[config.mk]
export PLATFORM = sky130hd
export DESIGN_NAME = lut_sweep_engine
export DESIGN_NICKNAME = d
export VERILOG_FILES = /design/src/rtl/lut_sweep_pkg.sv /design/src/rtl/lut_sweep_table.sv /design/src/rtl/lut_sweep_engine.sv
export SDC_FILE = /design/constraint.sdc
export NUM_CORES = 1
export LEC_CHECK = 0
export BUFFER_PORTS_ARGS = -buffer_cell sky130_fd_sc_hd__buf_2
export CAP_MARGIN = 10
export CORE_MARGIN = 2
export CORE_UTILIZATION = 50
export DETAILED_ROUTE_END_ITERATION = 12
export GPL_ROUTABILITY_DRIVEN = 0
export MAX_ROUTING_LAYER = met4
export PLACE_DENSITY = 0.68
export SLEW_MARGIN = 0
export SYNTH_ARGS = -nofsm -noshare
export SYNTH_HDL_FRONTEND = slang
export SYNTH_SLANG_ARGS = --single-unit
[constraint.sdc]
create_clock -name clk -period 2.6 [get_ports clk]
set_input_delay 0.52 -clock clk [delete_from_list [all_inputs] [get_ports clk]]
set_output_delay 0.52 -clock clk [all_outputs]
set_load 0.02 [all_outputs]
[src/rtl/lut_sweep_pkg.sv]
// Shared types and default sizing for the LUT sweep engine.
package lut_sweep_pkg;

    localparam int unsigned DefNIn   = 4;
    localparam int unsigned DefNFunc = 10;

    // Controller state: idle, single-row evaluation, or full-table sweep.
    typedef enum logic [1:0] {
        StIdle  = 2'd0,
        StEval  = 2'd1,
        StSweep = 2'd2
    } state_e;

endpackage

[src/rtl/lut_sweep_table.sv]
// Truth-table storage: one 2**N_IN-bit column per function, written a whole
// column at a time, read as one bit per function at a single row.
module lut_sweep_table
    import lut_sweep_pkg::*;
#(
    parameter int unsigned N_IN   = DefNIn,
    parameter int unsigned N_FUNC = DefNFunc,
    localparam int unsigned FuncW = (N_FUNC > 1) ? $clog2(N_FUNC) : 1,
    localparam int unsigned Rows  = 2 ** N_IN
) (
    input  logic              clk_i,
    input  logic              rst_ni,
    input  logic              wr_en_i,
    input  logic [FuncW-1:0]  wr_func_i,
    input  logic [Rows-1:0]   wr_data_i,
    input  logic [N_IN-1:0]   rd_row_i,
    output logic [N_FUNC-1:0] rd_f_o
);

    logic [Rows-1:0] mem_q [N_FUNC];
    logic [Rows-1:0] mem_d [N_FUNC];

    // Column write; an index with no matching function simply writes nothing.
    always_comb begin
        for (int j = 0; j < int'(N_FUNC); j++) begin
            mem_d[j] = mem_q[j];
            if (wr_en_i && (wr_func_i == FuncW'(j))) begin
                mem_d[j] = wr_data_i;
            end
        end
    end

    // Storage flops, cleared by reset.
    always_ff @(posedge clk_i or negedge rst_ni) begin
        if (!rst_ni) begin
            for (int j = 0; j < int'(N_FUNC); j++) begin
                mem_q[j] <= '0;
            end
        end else begin
            for (int j = 0; j < int'(N_FUNC); j++) begin
                mem_q[j] <= mem_d[j];
            end
        end
    end

    // Row read across all functions.
    always_comb begin
        for (int j = 0; j < int'(N_FUNC); j++) begin
            rd_f_o[j] = mem_q[j][rd_row_i];
        end
    end

endmodule

[src/rtl/lut_sweep_engine.sv]
// Programmable multi-output LUT that streams results for one row (eval) or
// for every row in order (sweep) over a valid/ready output channel.
module lut_sweep_engine
    import lut_sweep_pkg::*;
#(
    parameter int unsigned N_IN   = DefNIn,
    parameter int unsigned N_FUNC = DefNFunc,
    localparam int unsigned FuncW = (N_FUNC > 1) ? $clog2(N_FUNC) : 1
) (
    input  logic                 clk,
    input  logic                 rst_n,
    input  logic                 cfg_we,
    input  logic [FuncW-1:0]     cfg_func,
    input  logic [2**N_IN-1:0]   cfg_data,
    input  logic                 start,
    input  logic                 eval_en,
    input  logic [N_IN-1:0]      eval_in,
    input  logic                 abort,
    output logic                 out_valid,
    input  logic                 out_ready,
    output logic [N_IN-1:0]      out_row,
    output logic [N_FUNC-1:0]    out_f,
    output logic                 out_last,
    output logic                 busy
);

    state_e          state_q, state_d;
    logic [N_IN-1:0] row_q, row_d;
    logic            valid_q, valid_d;
    logic            last_q, last_d;
    logic            hs;

    assign hs = valid_q & out_ready;

    // Next-state: abort beats handshake, start beats eval, and the row
    // counter stops at the last row instead of wrapping.
    always_comb begin
        state_d = state_q;
        row_d   = row_q;
        valid_d = valid_q;
        last_d  = last_q;
        unique case (state_q)
            StIdle: begin
                if (start) begin
                    state_d = StSweep;
                    row_d   = '0;
                    valid_d = 1'b1;
                    last_d  = 1'b0;
                end else if (eval_en) begin
                    state_d = StEval;
                    row_d   = eval_in;
                    valid_d = 1'b1;
                    last_d  = 1'b1;
                end
            end
            StEval: begin
                if (abort || hs) begin
                    state_d = StIdle;
                    valid_d = 1'b0;
                    last_d  = 1'b0;
                end
            end
            StSweep: begin
                if (abort || (hs && last_q)) begin
                    state_d = StIdle;
                    valid_d = 1'b0;
                    last_d  = 1'b0;
                end else if (hs) begin
                    row_d  = row_q + 1'b1;
                    last_d = &row_d;
                end
            end
            default: begin
                state_d = StIdle;
                valid_d = 1'b0;
                last_d  = 1'b0;
            end
        endcase
    end

    // Controller state and registered outputs.
    always_ff @(posedge clk or negedge rst_n) begin
        if (!rst_n) begin
            state_q <= StIdle;
            row_q   <= '0;
            valid_q <= 1'b0;
            last_q  <= 1'b0;
        end else begin
            state_q <= state_d;
            row_q   <= row_d;
            valid_q <= valid_d;
            last_q  <= last_d;
        end
    end

    assign out_valid = valid_q;
    assign out_row   = row_q;
    assign out_last  = last_q;
    assign busy      = (state_q != StIdle);

    // Table is frozen whenever a sweep or eval is in flight.
    lut_sweep_table #(
        .N_IN   (N_IN),
        .N_FUNC (N_FUNC)
    ) u_table (
        .clk_i     (clk),
        .rst_ni    (rst_n),
        .wr_en_i   (cfg_we && (state_q == StIdle)),
        .wr_func_i (cfg_func),
        .wr_data_i (cfg_data),
        .rd_row_i  (row_q),
        .rd_f_o    (out_f)
    );

endmodule

**Yosys cells after proc, flatten, opt, wreduce, memory -nomap -nowiden**

Cells that the tools add are included.

- Input bits: 31
- Word-level logic and storage cells: 95
- Output and inout port bits: 17
- Bits in registers: 168

- Equality and inequality tests: 17
- Muxes and demuxes: 39
- Magnitude comparators: 1
- Reductions and logical operators: 22
- Add/sub/neg operators: 1
- Bitwise operators: 1

Operators with widths:

| operator | count |
|---|---|
| $bmux 1 s4 | 10 |
| $mux 1 | 17 |
| $eq 4x3->1 const B | 4 |
| $mux 4 | 4 |
| $logic_and 1x1->1 | 12 |
| $eq 4x2->1 const B | 2 |
| $eq 4x4->1 const B | 2 |
| $mux 2 | 4 |
| $ne 2x2->1 const B | 4 |
| $pmux 4 s2 | 1 |
| $reduce_and 4->1 | 2 |
| $ne 3x3->1 const B | 2 |
| $pmux 1 s3 | 2 |
| $pmux 2 s3 | 1 |
| $reduce_and 3->1 | 2 |
| $lt 4x5->1 const B | 1 |
| $add 4x1->4 const B | 1 |
| $eq 4x1->1 const B | 1 |
| $logic_not 4->1 | 1 |
| $reduce_bool 2->1 | 2 |
| $eq 2x1->1 const B | 1 |
| $eq 2x2->1 const B | 1 |
| $logic_not 2->1 | 1 |
| $logic_or 1x1->1 | 2 |
| $and 1x1->1 | 1 |

**Logic depth before layout (Yosys ltp)**

Gate-level depths: netlist of run 1.

- Depth in word-level cells: 5
- Gate-level depth with buffers: 7
- Gate-level depth less buffers: 5

**Cells and area by module**

From an unflattened synthesis of run 1, not the netlist that was laid out.

- Cell total of the unflattened synthesis: 523
- Area, all modules: 7851.3 um2

Modules (own cells, without submodules):

| module | sequential area each (um2) | cells each | area each (um2) | instances |
|---|---|---|---|---|
| lut_sweep_table | 4003.8 | 452 | 7259.5 | 1 |
| lut_sweep_engine | 200.2 | 71 | 591.8 | 1 |

**Least setup slack after synthesis of run 1**

Ideal clock, no wire load.

- Path kind: flip-flop to output port
- Start point: register row_q[0], in the netlist out_row[0]
- End point: output out_f[0]
- Data required time: 2.080 ns
- Arrival time: 2.149 ns
- Stages on the path, launching flop included: 6
- Path buffers: 2
- Slack: -0.069 ns
- Path through: dfrtp_1 buf_2 buf_1 mux4_2 a22oi_1 nand2_1

- Cells in the longest elaborated chain, start to end: 2

Ends and longest elaborated chain:

| item | line | RTL |
|---|---|---|
| start: declaration | lut_sweep_engine.sv:28 | `logic [N_IN-1:0] row_q, row_d;` |
| start signal: assignment | lut_sweep_engine.sv:90 | `row_q <= row_d;` |
| $bmux 1 s4 | lut_sweep_table.sv:49 | `rd_f_o[j] = mem_q[j][rd_row_i];` |
| $mux 1 (not written as such) | lut_sweep_table.sv:49 |  |
| end: declaration | lut_sweep_engine.sv:22 | `output logic [N_FUNC-1:0] out_f,` |

No other way between the ends. The select of a mux whose other input is x is not followed.

**Worst setup path after layout of run 1**

- Start point: register row_q[0], in the netlist out_row[0]
- End point: output out_f[7]

The elaborated chain is that of the path after synthesis.

==> summary.md, run 1 <==
| Metric | Value |
|---|---|
| Primary FF master, synth | `dfrtp_1` |
| Initial detailed-routing violation count | `~210` |
| CTS sink cnt | `168` |
| CP arrival | `2210 ps` |
| Crit-path max FO | `6` |
| Most frequent cells in the layout | `dfrtp_1, mux2_2, mux2i_1, buf_2, buf_4` |
| Worst-path clk slew | `about 60 ps` |
| Synth area leader | `dfrtp_1` |
| Total number of vias | `4981` |
| Seq pwr share | `between 30% and 40%` |
| Tot Pwr | `12.4 mW` |
| Cells after Synth | `550` |
| Initial Util | `51.5%` |
| Largest net degree at the start of global routing | `58` |
| Hold slack | `22.0 ps` |
| Failing checks | `negative setup slack` |
| RSZ-0062 raised after global routing | `yes` |
| Setup TNS Final | `-1030 ps` |
| Area growth, synth to finish | `22.1%` |
| Core Box Area | `0.0153 mm^2` |
| WP data required | `around 2100 ps` |
| Post-synth top area share | `about 53%` |
| Layout fillers | `1175` |
| Worst R2R Path Depth | `5` |
| Multi-input gate area | `0.00359 mm^2` |
| Slew of the pin with the lowest slew margin | `648 ps` |
| Insertion delay to the later sink of the worst-skew pair | `roughly 430 ps` |
| HPWL Detailed | `12100 um` |
| Post-synthesis cell area | `0.00788 mm^2` |
| Synth async-reset ratio | `100%` |
| Max Buffers Root-to-Sink | `2` |
| Crit-path slowest cell | `dfrtp_4` |
| Total gr overflow | `0` |
| Psw | `4.05 mW` |
| Yosys reg bits | `168` |
| Pins Over Slew Limit | `0` |
| Post-synthesis sequential area ratio | `53.4%` |
| Ports | `48` |
| Worst hold-check path type | `primary input to async pin` |
| Max Clk Rate | `366 MHz` |
| Commonest non-fill, non-tap cell in the layout | `dfrtp_1` |
| Fraction of layout cells with a size suffix above 1 | `a little over half` |
| Clock power frac | `21.2%` |
| Drt first pass iters | `4` |
| Worst-path cell chain | `buf_12, buf_8, buf_16, mux2i_1, a221oi_2, buf_4, o21ai_1, nand2_1, buf_6` |
| Nets | `650` |
| GR Util met1 | `about a third` |
| Worst reg-to-reg setup slack | `350 ps` |
| Clock Root Buffer | `clkbuf_16` |
| Cell variety after synth | `47` |
| Total GRT Usage | `25.4%` |
| Period utilization | `105%` |
| Number of global-route vias before repair | `about 5300` |
| Max_slew headroom | `56.7%` |
| Port Buffers | `between 40 and 50` |
| Logic pwr share | `42.3%` |
| GRT Max-Usage Layer | `met2` |
| Cts bufs inserted | `17` |
| P per Cell Area | `between 1000 and 1500 mW/mm^2` |
| Row count | `45` |
| Synth warnings | `0` |
| Synth area leaders | `dfrtp_1, mux2_2, mux4_2` |
| Crit end category | `primary output` |
| Residual DRC count | `0` |
| Max Cap Violations | `0` |
| Switching part of the total | `32.8%` |
| Overall die area | `0.0168 mm^2` |
| CP Launch Type | `flop` |
| Global-route wire length before repair | `29900 um` |
| Tmin final | `2730 ps` |
| GRT met2 Usage | `between 40% and 50%` |
| Family with the most delay on the worst path | `buffers and inverters` |
| WP buf/inv | `5` |
| PnR worst setup slack | `-132 ps` |
| Int Power | `8.30 mW` |
| Clock skew | `4.04 ps` |
| R2R Path End | `u_table.mem_q[120]$_DFFE_PN0P_` |
| VDD IR max | `0.578 mV` |
| Finished Core Util | `a little over three fifths` |
| Crit Reg-Reg Startpoint | `state_q[1]$_DFFE_PN0P_` |
| Fin. Hold Viols | `0` |
| Die Y | `130 um` |
| Detail Route Antenna Nets | `0` |
| Syn Area/Cell | `between 10 and 15 um^2` |
| Lkg Pwr | `4.33 nW` |
| Delay of the slowest cell on the worst path | `around 500 ps` |
| GR Util met3 | `5.12%` |
| Status | `finished with violations` |
| Post-synth EDFFs | `0` |
| Ant diodes | `0` |
| Synth Net Count | `583` |
| Storage element area | `0.00421 mm^2` |
| Chip width | `130 um` |
| CTS tree | `done` |
| Crit Path Class | `flop to primary output` |
| Drt wl/cell | `23.1 um` |
| Final wirelength | `between 15000 and 20000 um` |
| Routed vias/inst | `5.92` |
| Final setup fails | `10` |
| Initial antenna violation count | `0` |
| Max H-tree Level | `4` |
sequential cells by signal, summed over array words and instances, names as in the netlist:
register,count
out_row,4
out_last,1
state_q,2
out_valid,1
u_table.mem_q,160
layout make-up:
type,instances,area share [%]
flip-flops and latches,168,43.7
multi-input cells,332,37.3
repair buffers,95,9.67
clock buffers,23,4.97
well taps,211,2.74
clock inverters,9,1.44
inverters,3,0.117
power groups by stage:
stage	Sequential (mW)	Combinational (mW)	Clock (mW)
after detailed placement	4.57	4.30	0
after floorplan	4.39	3.11	0
after global placement	4.45	4.19	0
after global routing	4.65	5.57	2.76
after CTS	4.50	5.13	2.66
final	4.52	5.22	2.61
cells in the mapped netlist (all sizes together) (3+ instances only):
cell type and count:
dfrtp 168, mux2 162, mux2i 40, buf 30, a221oi 20, mux4 20
clkbuf 17, nand2 15, o21ai 12, a22oi 10, nor2 7, a21oi 4
nor3 4, a31oi 3, inv 3, nor3b 3
routing by layer:
metal	up-vias	part of all wire, %
met4	0	1.1
met5	-	0
met2	121	50
li1	2193	-
met1	2650	44
met3	17	4.6
worst reg2reg max path, delay by kind of cell, from the launching register on:
family / cells / cell delay [ps]
simple gates: 3 / 1210
buf+inv: 1 / 190
flops: 1 / 390
mux: 1 / 360
kinds of logic (layout without fill, tap and decap cells):
family          after synthesis  in the layout  share of synthesized area, %
compound gates               60             60                          5.59
xor+xnor                      3              3                         0.334
fa+ha+maj                     2              2                         0.318
buf+inv                      50            130                          2.94
flops                       168            168                          53.4
mux                         222            222                          33.9
simple gates                 45             45                          3.52
timing repair:
| item | CTS | global route |
|---|---|---|
| hold buffers | 0 | 0 |
| setup buffers | 8 | 0 |
| pin swaps | 17 | 10 |
| setup endpoints to repair | 10 | 10 |
| cloned | 6 | 0 |
| resized for setup | 36 | 12 |
worst max path at each step:
stage / startpoint / endpoint / cells past startpoint
2_1_floorplan: out_row[0]$_DFFE_PN0P_ / out_f[1] / 6
3_3_place_gp: out_row[0]$_DFFE_PN0P_ / out_f[5] / 7
3_5_place_dp: cfg_we / u_table.mem_q[141]$_DFFE_PN0P_ / 6
4_1_cts: out_row[0]$_DFFE_PN0P_ / out_f[7] / 9
5_1_grt: out_row[0]$_DFFE_PN0P_ / out_f[7] / 9
6_report: out_row[0]$_DFFE_PN0P_ / out_f[7] / 9
metrics by stage:
step	cell area (um^2)	worst slack [ps]	cells
after floorplan	7880	149	550
after detailed placement	8550	172	795
final	9620	-132	841
after global routing	9620	-220	841
after CTS	9570	-159	841
after global placement	8550	185	795
(Power assumes the default switching activity.)
==> run 2: changes to the inputs <==
Settings changed: ABC_AREA from default to 1.
==> run 2 against run 1 <==
Compared with the run above:
- the flow now finishes without violations
- first-iteration DRC count rose to 4.0 times the previous value
- synthesized cell count rose by 79%
- sequential power rose by 2%
- flip-flop and latch count did not move
- routed wire length rose by 12%
- global-route usage rose by 2.9 points
- combinational power fell by 23%
- hold slack improved by 44 ps
- clock power fell by 8.4%
- fmax rose by 9.7%
- setup slack improved by 240 ps
- critical path type unchanged
==> summary.md, run 2 <==
| Metric | Value |
|---|---|
| Status | `finished, final reports clean` |
| Tmin final | `between 2000 and 2500 ps` |
| Fin area | `0.00887 mm^2` |
| Die Y | `129 um` |
| WP data required | `2080 ps` |
| Post-synthesis sequential area ratio | `54.1%` |
| Max Cap Violations | `0` |
| CTS sink cnt | `168` |
| Post-synth EDFFs | `0` |
| Cell variety after synth | `25` |
| Final wirelength | `21700 um` |
| Area growth, synth to finish | `14.1%` |
| Top cells by count, synth | `nand2_1, o21ai_0, dfrtp_1` |
| VDD IR max | `~0.64 mV` |
| Cts bufs inserted | `17` |
| Ports | `48` |
| Worst hold-check path type | `primary input to async pin` |
| Fraction of layout cells with a size suffix above 1 | `between 10 and 15%` |
| HPWL Detailed | `13000 um` |
| Largest net degree at the start of global routing | `63` |
| Routed vias/inst | `5.49` |
| Row count | `45` |
| Synth warnings | `0` |
| Largest register FFs | `160` |
| Tot Pwr | `11.0 mW` |
| Cells after Synth | `approximately 1000` |
| P per Cell Area | `roughly 1200 mW/mm^2` |
| Most flop-heavy register | `u_table.mem_q` |
| Post-synthesis cell area | `between 0.007 and 0.008 mm^2` |
| Max Buffers Root-to-Sink | `2` |
| R2R Path End | `u_table.mem_q[124]$_DFFE_PN0P_` |
| Number of global-route vias before repair | `6175` |
| Global-route wire length before repair | `34200 um` |
| Worst reg-to-reg setup slack | `600 ps` |
| Syn Area/Cell | `~8 um^2` |
| Clock Root Buffer | `clkbuf_16` |
| Residual DRC count | `0` |
| Crit Reg-Reg Startpoint | `state_q[0]$_DFFE_PN0P_` |
| Max Clk Rate | `401 MHz` |
| Commonest non-fill, non-tap cell in the layout | `nand2_1` |
| Crit Path Class | `flop to primary output` |
| Drt wl/cell | `17.8 um` |
| Clock skew | `7.49 ps` |
| Total GRT Usage | `between 20% and 30%` |
| Hold buffer count at cts | `0` |
| Period utilization | `95.8%` |
| CP arrival | `1970 ps` |
| Core Box Area | `0.0152 mm^2` |
| Initial Util | `around half` |
| Pins Over Slew Limit | `0` |
| Overall die area | `0.0166 mm^2` |
| Drt first pass iters | `5` |
| Worst-path clk slew | `70 ps` |
| Port Buffers | `47` |
| Nets | `1054` |
| Synth area leader | `dfrtp_1` |
| Ant diodes | `0` |
| Final setup fails | `0` |
| Total number of vias | `around 6700` |
| Layout fillers | `about 1400` |
| Post-synth top area share | `between 50 and 60%` |
| Total gr overflow | `0` |
| CTS tree | `done` |
| CP Launch Type | `flop` |
| DP Area | `a little over 0.008 mm^2` |
| Finished Core Util | `58.3%` |
| Detail Route Antenna Nets | `0` |
| Synth area leaders | `dfrtp_1, nand2_1, o21ai_0` |
| Most common cell in the netlist | `nand2_1` |
| Crit end category | `primary output` |
| Crit-path max FO | `10` |
| Worst R2R Path Depth | `5` |
| Chip width | `129 um` |
| Initial antenna violation count | `0` |
| Max H-tree Level | `4` |
| Synth Net Count | `~1000` |
| Yosys reg bits | `168` |
| Synth async-reset ratio | `100%` |
| Slew of the pin with the lowest slew margin | `707 ps` |
| Initial detailed-routing violation count | `850` |
| Primary FF master, synth | `dfrtp_1` |
| Insertion delay to the later sink of the worst-skew pair | `440 ps` |
| Max_slew headroom | `a little over half` |
| Lkg Pwr | `4.38 nW` |
| Fin. Hold Viols | `0` |
| Most frequent cells in the layout | `nand2_1, o21ai_0, dfrtp_1, inv_1, nand3_1` |
run 2: cell types whose count changed after synthesis, sizes merged, moves of 40 or more:
cell / before / now
nand2: 15 / 323
o21ai: 12 / 197
mux2: 162 / 0
inv: 3 / 62
nand3: 2 / 58
nor2: 7 / 57
mux2i: 40 / 0
run 2: per-layer routing:
| layer | routed length [um] | GRT usage [%] | vias to the layer above |
|---|---|---|---|
| li1 | - | - | 3263 |
| met4 | 369 | 8.95 | 0 |
| met2 | 10000 | 42.6 | 200 |
| met1 | 10100 | 39.6 | 3222 |
| met5 | 0 | - | - |
| met3 | 1210 | 4.49 | 29 |
run 2: worst max path at each step:
stage                     slack [ps]  cells after the start                   start       end
after detailed placement         430                      9  out_row[0]$_DFFE_PN0P_  out_f[8]
after global placement           440                      9  out_row[0]$_DFFE_PN0P_  out_f[8]
after CTS                          1                      8  out_row[0]$_DFFE_PN0P_  out_f[2]
after global routing            -0.8                      9  out_row[0]$_DFFE_PN0P_  out_f[5]
after floorplan                  550                      7  out_row[1]$_DFFE_PN0P_  out_f[0]
final                            110                      8  out_row[1]$_DFFE_PN0P_  out_f[1]
run 2: worst max-delay path, stage by stage (launching register included):
cell,delay [ps]
dfrtp_2,490
nor2_2,240
buf_4,280
nand3_1,100
nand2_1,70
a21oi_1,50
nand2_1,80
nand2_1,70
buf_2,150
run 2: final cells by class:
| type | count | area, um^2 | share of cell area (%) |
|---|---|---|---|
| Inverter | 63 | 240 | 2.71 |
| Timing Repair Buffer | 76 | 536 | 6.04 |
| Multi-Input combinational cell | 695 | 3100 | 35.0 |
| Tap cell | 188 | 235 | 2.65 |
| Sequential cell | 168 | 4210 | 47.5 |
| Clock inverter | 8 | 72.6 | 0.818 |
| Clock buffer | 24 | 472 | 5.32 |
run 2: repair_timing:
item / 4_1_cts / 5_1_grt
cloned: 0 / 2
buffers inserted: 0 / 2
resized for setup: 2 / 11
setup endpoints to repair: 5 / 10
run 2: cells by family (layout without fill, tap and decap cells):
kind of cell	count (synthesis)	count (layout)	share of synthesized area [%]
compound gates	247	247	16.2
fa+ha+maj	2	2	0.322
simple gates	446	446	23.3
buf+inv	122	171	6.05
flops	168	168	54.1
run 2: through the flow:
| step | setup slack [ps] | setup TNS, ps | hold WS [ps] | cells |
|---|---|---|---|---|
| floorplan | 548 | 0 | 224 | 985 |
| global placement | 441 | 0 | 460 | 1186 |
| detailed placement | 435 | 0 | 468 | 1186 |
| CTS | 1.36 | 0 | 96.5 | 1218 |
| global route | -0.773 | -0.773 | 110 | 1222 |
| finish | 109 | 0 | 65.7 | 1222 |
run 2: power by group:
group,switching [mW],internal (mW)
Clock,1.03,1.36
Combinational,2.54,1.48
Sequential,0.718,3.88
==> run 3: changes to the inputs <==
Settings changed: CTS_CLUSTER_DIAMETER from default to 30, RECOVER_POWER from default to 25.
==> run 3 against run 2 <==
Compared with the run above:
- the flow now finishes with violations (max-capacitance violations, max-slew violations)
- critical path type unchanged
- highest routed layer unchanged
- sequential power hardly changed
- via count grew 0.40%
- sequential share of layout area up 0.10 points
- global-route usage unchanged
- clock power hardly changed
- flip-flop and latch count stayed put
- setup slack gained 6.8 ps
- count of clock-buffer cells in the layout is the same
==> summary.md, run 3 (synthesis results as in run 2) <==
| Metric | Value |
|---|---|
| Status | `finished with violations` |
| Failing checks | `max-capacitance violations, max-slew violations` |
| Clock skew | `8.99 ps` |
| CTS sink cnt | `around 170` |
| Final wirelength | `21700 um` |
| Routed vias/inst | `5.52` |
| Pins Over Slew Limit | `62` |
| Clock Root Buffer | `clkbuf_16` |
| Max layer used | `met4` |
| Tot Pwr | `11.0 mW` |
| Crit Path Class | `flop to primary output` |
| Met1 wire length | `9790 um` |
| Layout fillers | `1440` |
| P per Cell Area | `around 1200 mW/mm^2` |
| Length of routed met2 wiring | `10100 um` |
| VDD IR max | `0.639 mV` |
| Final setup fails | `0` |
| Total gr overflow | `0` |
| Total number of vias | `~6700` |
| Crit-path slowest cell | `dfrtp_2` |
| Lkg Pwr | `4.38 nW` |
| Commonest non-fill, non-tap cell in the layout | `nand2_1` |
| Crit end category | `primary output` |
| Nets | `1054` |
| Met3 WL | `1560 um` |
| Ant diodes | `0` |
| Row count | `45` |
| Global-route wire length before repair | `34200 um` |
| WP data required | `2080 ps` |
| Max_slew headroom | `-14.6%` |
| Worst-path clk slew | `70 ps` |
| Drt wl/cell | `17.8 um` |
| Worst hold-check path type | `primary input to flop` |
| Worst slack, placed | `435 ps` |
| Hold Path Stages | `5` |
| Most flop-heavy register | `u_table.mem_q` |
| Die Y | `129 um` |
| Slew of the pin with the lowest slew margin | `1720 ps` |
| Largest net degree at the start of global routing | `63` |
| CP Launch Type | `flop` |
| Overall die area | `0.0166 mm^2` |
| Most frequent CP cell | `nand2_1` |
| Number of global-route vias before repair | `6175` |
| Port Buffers | `47` |
| Worst reg-to-reg setup slack | `approximately 560 ps` |
| Chip width | `129 um` |
| Ports | `48` |
| Most frequent cells in the layout | `nand2_1, o21ai_0, dfrtp_1, inv_1, nand3_1` |
| PnR worst setup slack | `115 ps` |
| Max Buffers Root-to-Sink | `2` |
| HPWL Detailed | `13000 um` |
| CP arrival | `1960 ps` |
| Cts bufs inserted | `17` |
| Tmin final | `2480 ps` |
| Initial antenna violation count | `0` |
| Residual DRC count | `0` |
| Delay of the slowest cell on the worst path | `490 ps` |
| Worst-path cell chain | `nor2_2, buf_4, nand3_1, nand2_1, a21oi_1, nand2_1, nand2_1, buf_2` |
| Drt first pass iters | `5` |
| Period utilization | `95.6%` |
| R2R Path End | `u_table.mem_q[124]$_DFFE_PN0P_` |
| Hold buffer count at cts | `0` |
| Crit-path max FO | `10` |
| Initial detailed-routing violation count | `821` |
| Fin. Hold Viols | `0` |
| Insertion delay to the later sink of the worst-skew pair | `430 ps` |
| Fraction of layout cells with a size suffix above 1 | `11.4%` |
| Crit Reg-Reg Startpoint | `state_q[0]$_DFFE_PN0P_` |
| Max Cap Violations | `1` |
| Area growth, synth to finish | `13.8%` |
| Detail Route Antenna Nets | `0` |
| Core Box Area | `0.0152 mm^2` |
| Max H-tree Level | `4` |
| Worst R2R Path Depth | `5` |
| CTS tree | `done` |
| Hold_sp | `eval_in[3]` |
| Largest register FFs | `160` |
| WHS Endpoint | `out_row[3]$_DFFE_PN0P_` |
| Total GRT Usage | `28.3%` |
| Initial Util | `51.2%` |
| Max Clk Rate | `402 MHz` |
==> run 3: cell types whose count changed in the layout (fill, tap and decap cells not counted), sizes merged <==
cell / change
clkbuf: +2
buf: -2
==> run 3: worst max-delay path by stage <==
stage / from / to / depth (start not counted)
6_report: out_row[1]$_DFFE_PN0P_ / out_f[1] / 8
5_1_grt: out_row[0]$_DFFE_PN0P_ / out_f[5] / 9
4_1_cts: out_row[0]$_DFFE_PN0P_ / out_f[2] / 8
3_5_place_dp: out_row[0]$_DFFE_PN0P_ / out_f[8] / 9
3_3_place_gp: out_row[0]$_DFFE_PN0P_ / out_f[8] / 9
2_1_floorplan: out_row[1]$_DFFE_PN0P_ / out_f[0] / 7
==> run 3: power breakdown <==
part	leakage [nW]	internal (mW)	total [mW]	switching, mW
Clock	0.260	1.36	2.39	1.03
Combinational	1.95	1.48	4.01	2.54
Sequential	2.17	3.88	4.60	0.719
Total	4.38	6.72	11.0	4.28
==> run 3: layout make-up <==
cell class | count | area (um^2) | share of cell area, %
sequential | 168 | 4210 | 47.6
multi-input combinational | 695 | 3100 | 35.1
timing repair buffer | 76 | 517 | 5.84
clock buffer | 24 | 472 | 5.33
inverter | 63 | 240 | 2.71
tap | 188 | 235 | 2.66
clock inverter | 8 | 72.6 | 0.820
==> run 3: worst max-delay path: cells and delay by family, from the launching register on <==
kind,cells,cell delay [ps]
simple gates,5,560
buf+inv,2,430
flops,1,490
compound gates,1,50
==> run 3: repair_timing <==
| item | 4_1_cts | 5_1_grt |
|---|---|---|
| gates resized for setup | 2 | 11 |
| pin swaps | 0 | 0 |
| setup endpoints to repair | 5 | 10 |
| gates cloned | 0 | 2 |
| buffers inserted | 0 | 2 |
==> run 3: through the flow <==
step                      cell area [um^2]  util (%)  hold WS, ps  TNS [ps]  cells
after floorplan                       7780         -          224         0    985
after global placement                8250      54.3          460         0   1186
after detailed placement              8250      54.3          468         0   1186
after CTS                             8800      57.9         96.5         0   1218
after global routing                  8850      58.2          453    -0.773   1222
final                                 8850      58.2          425         0   1222
==> run 3: metal layers <==
layer	global-route usage (%)	vias up
met2	42.6	238
met3	4.49	26
met5	-	-
met4	8.95	0
li1	-	3266
met1	39.6	3211
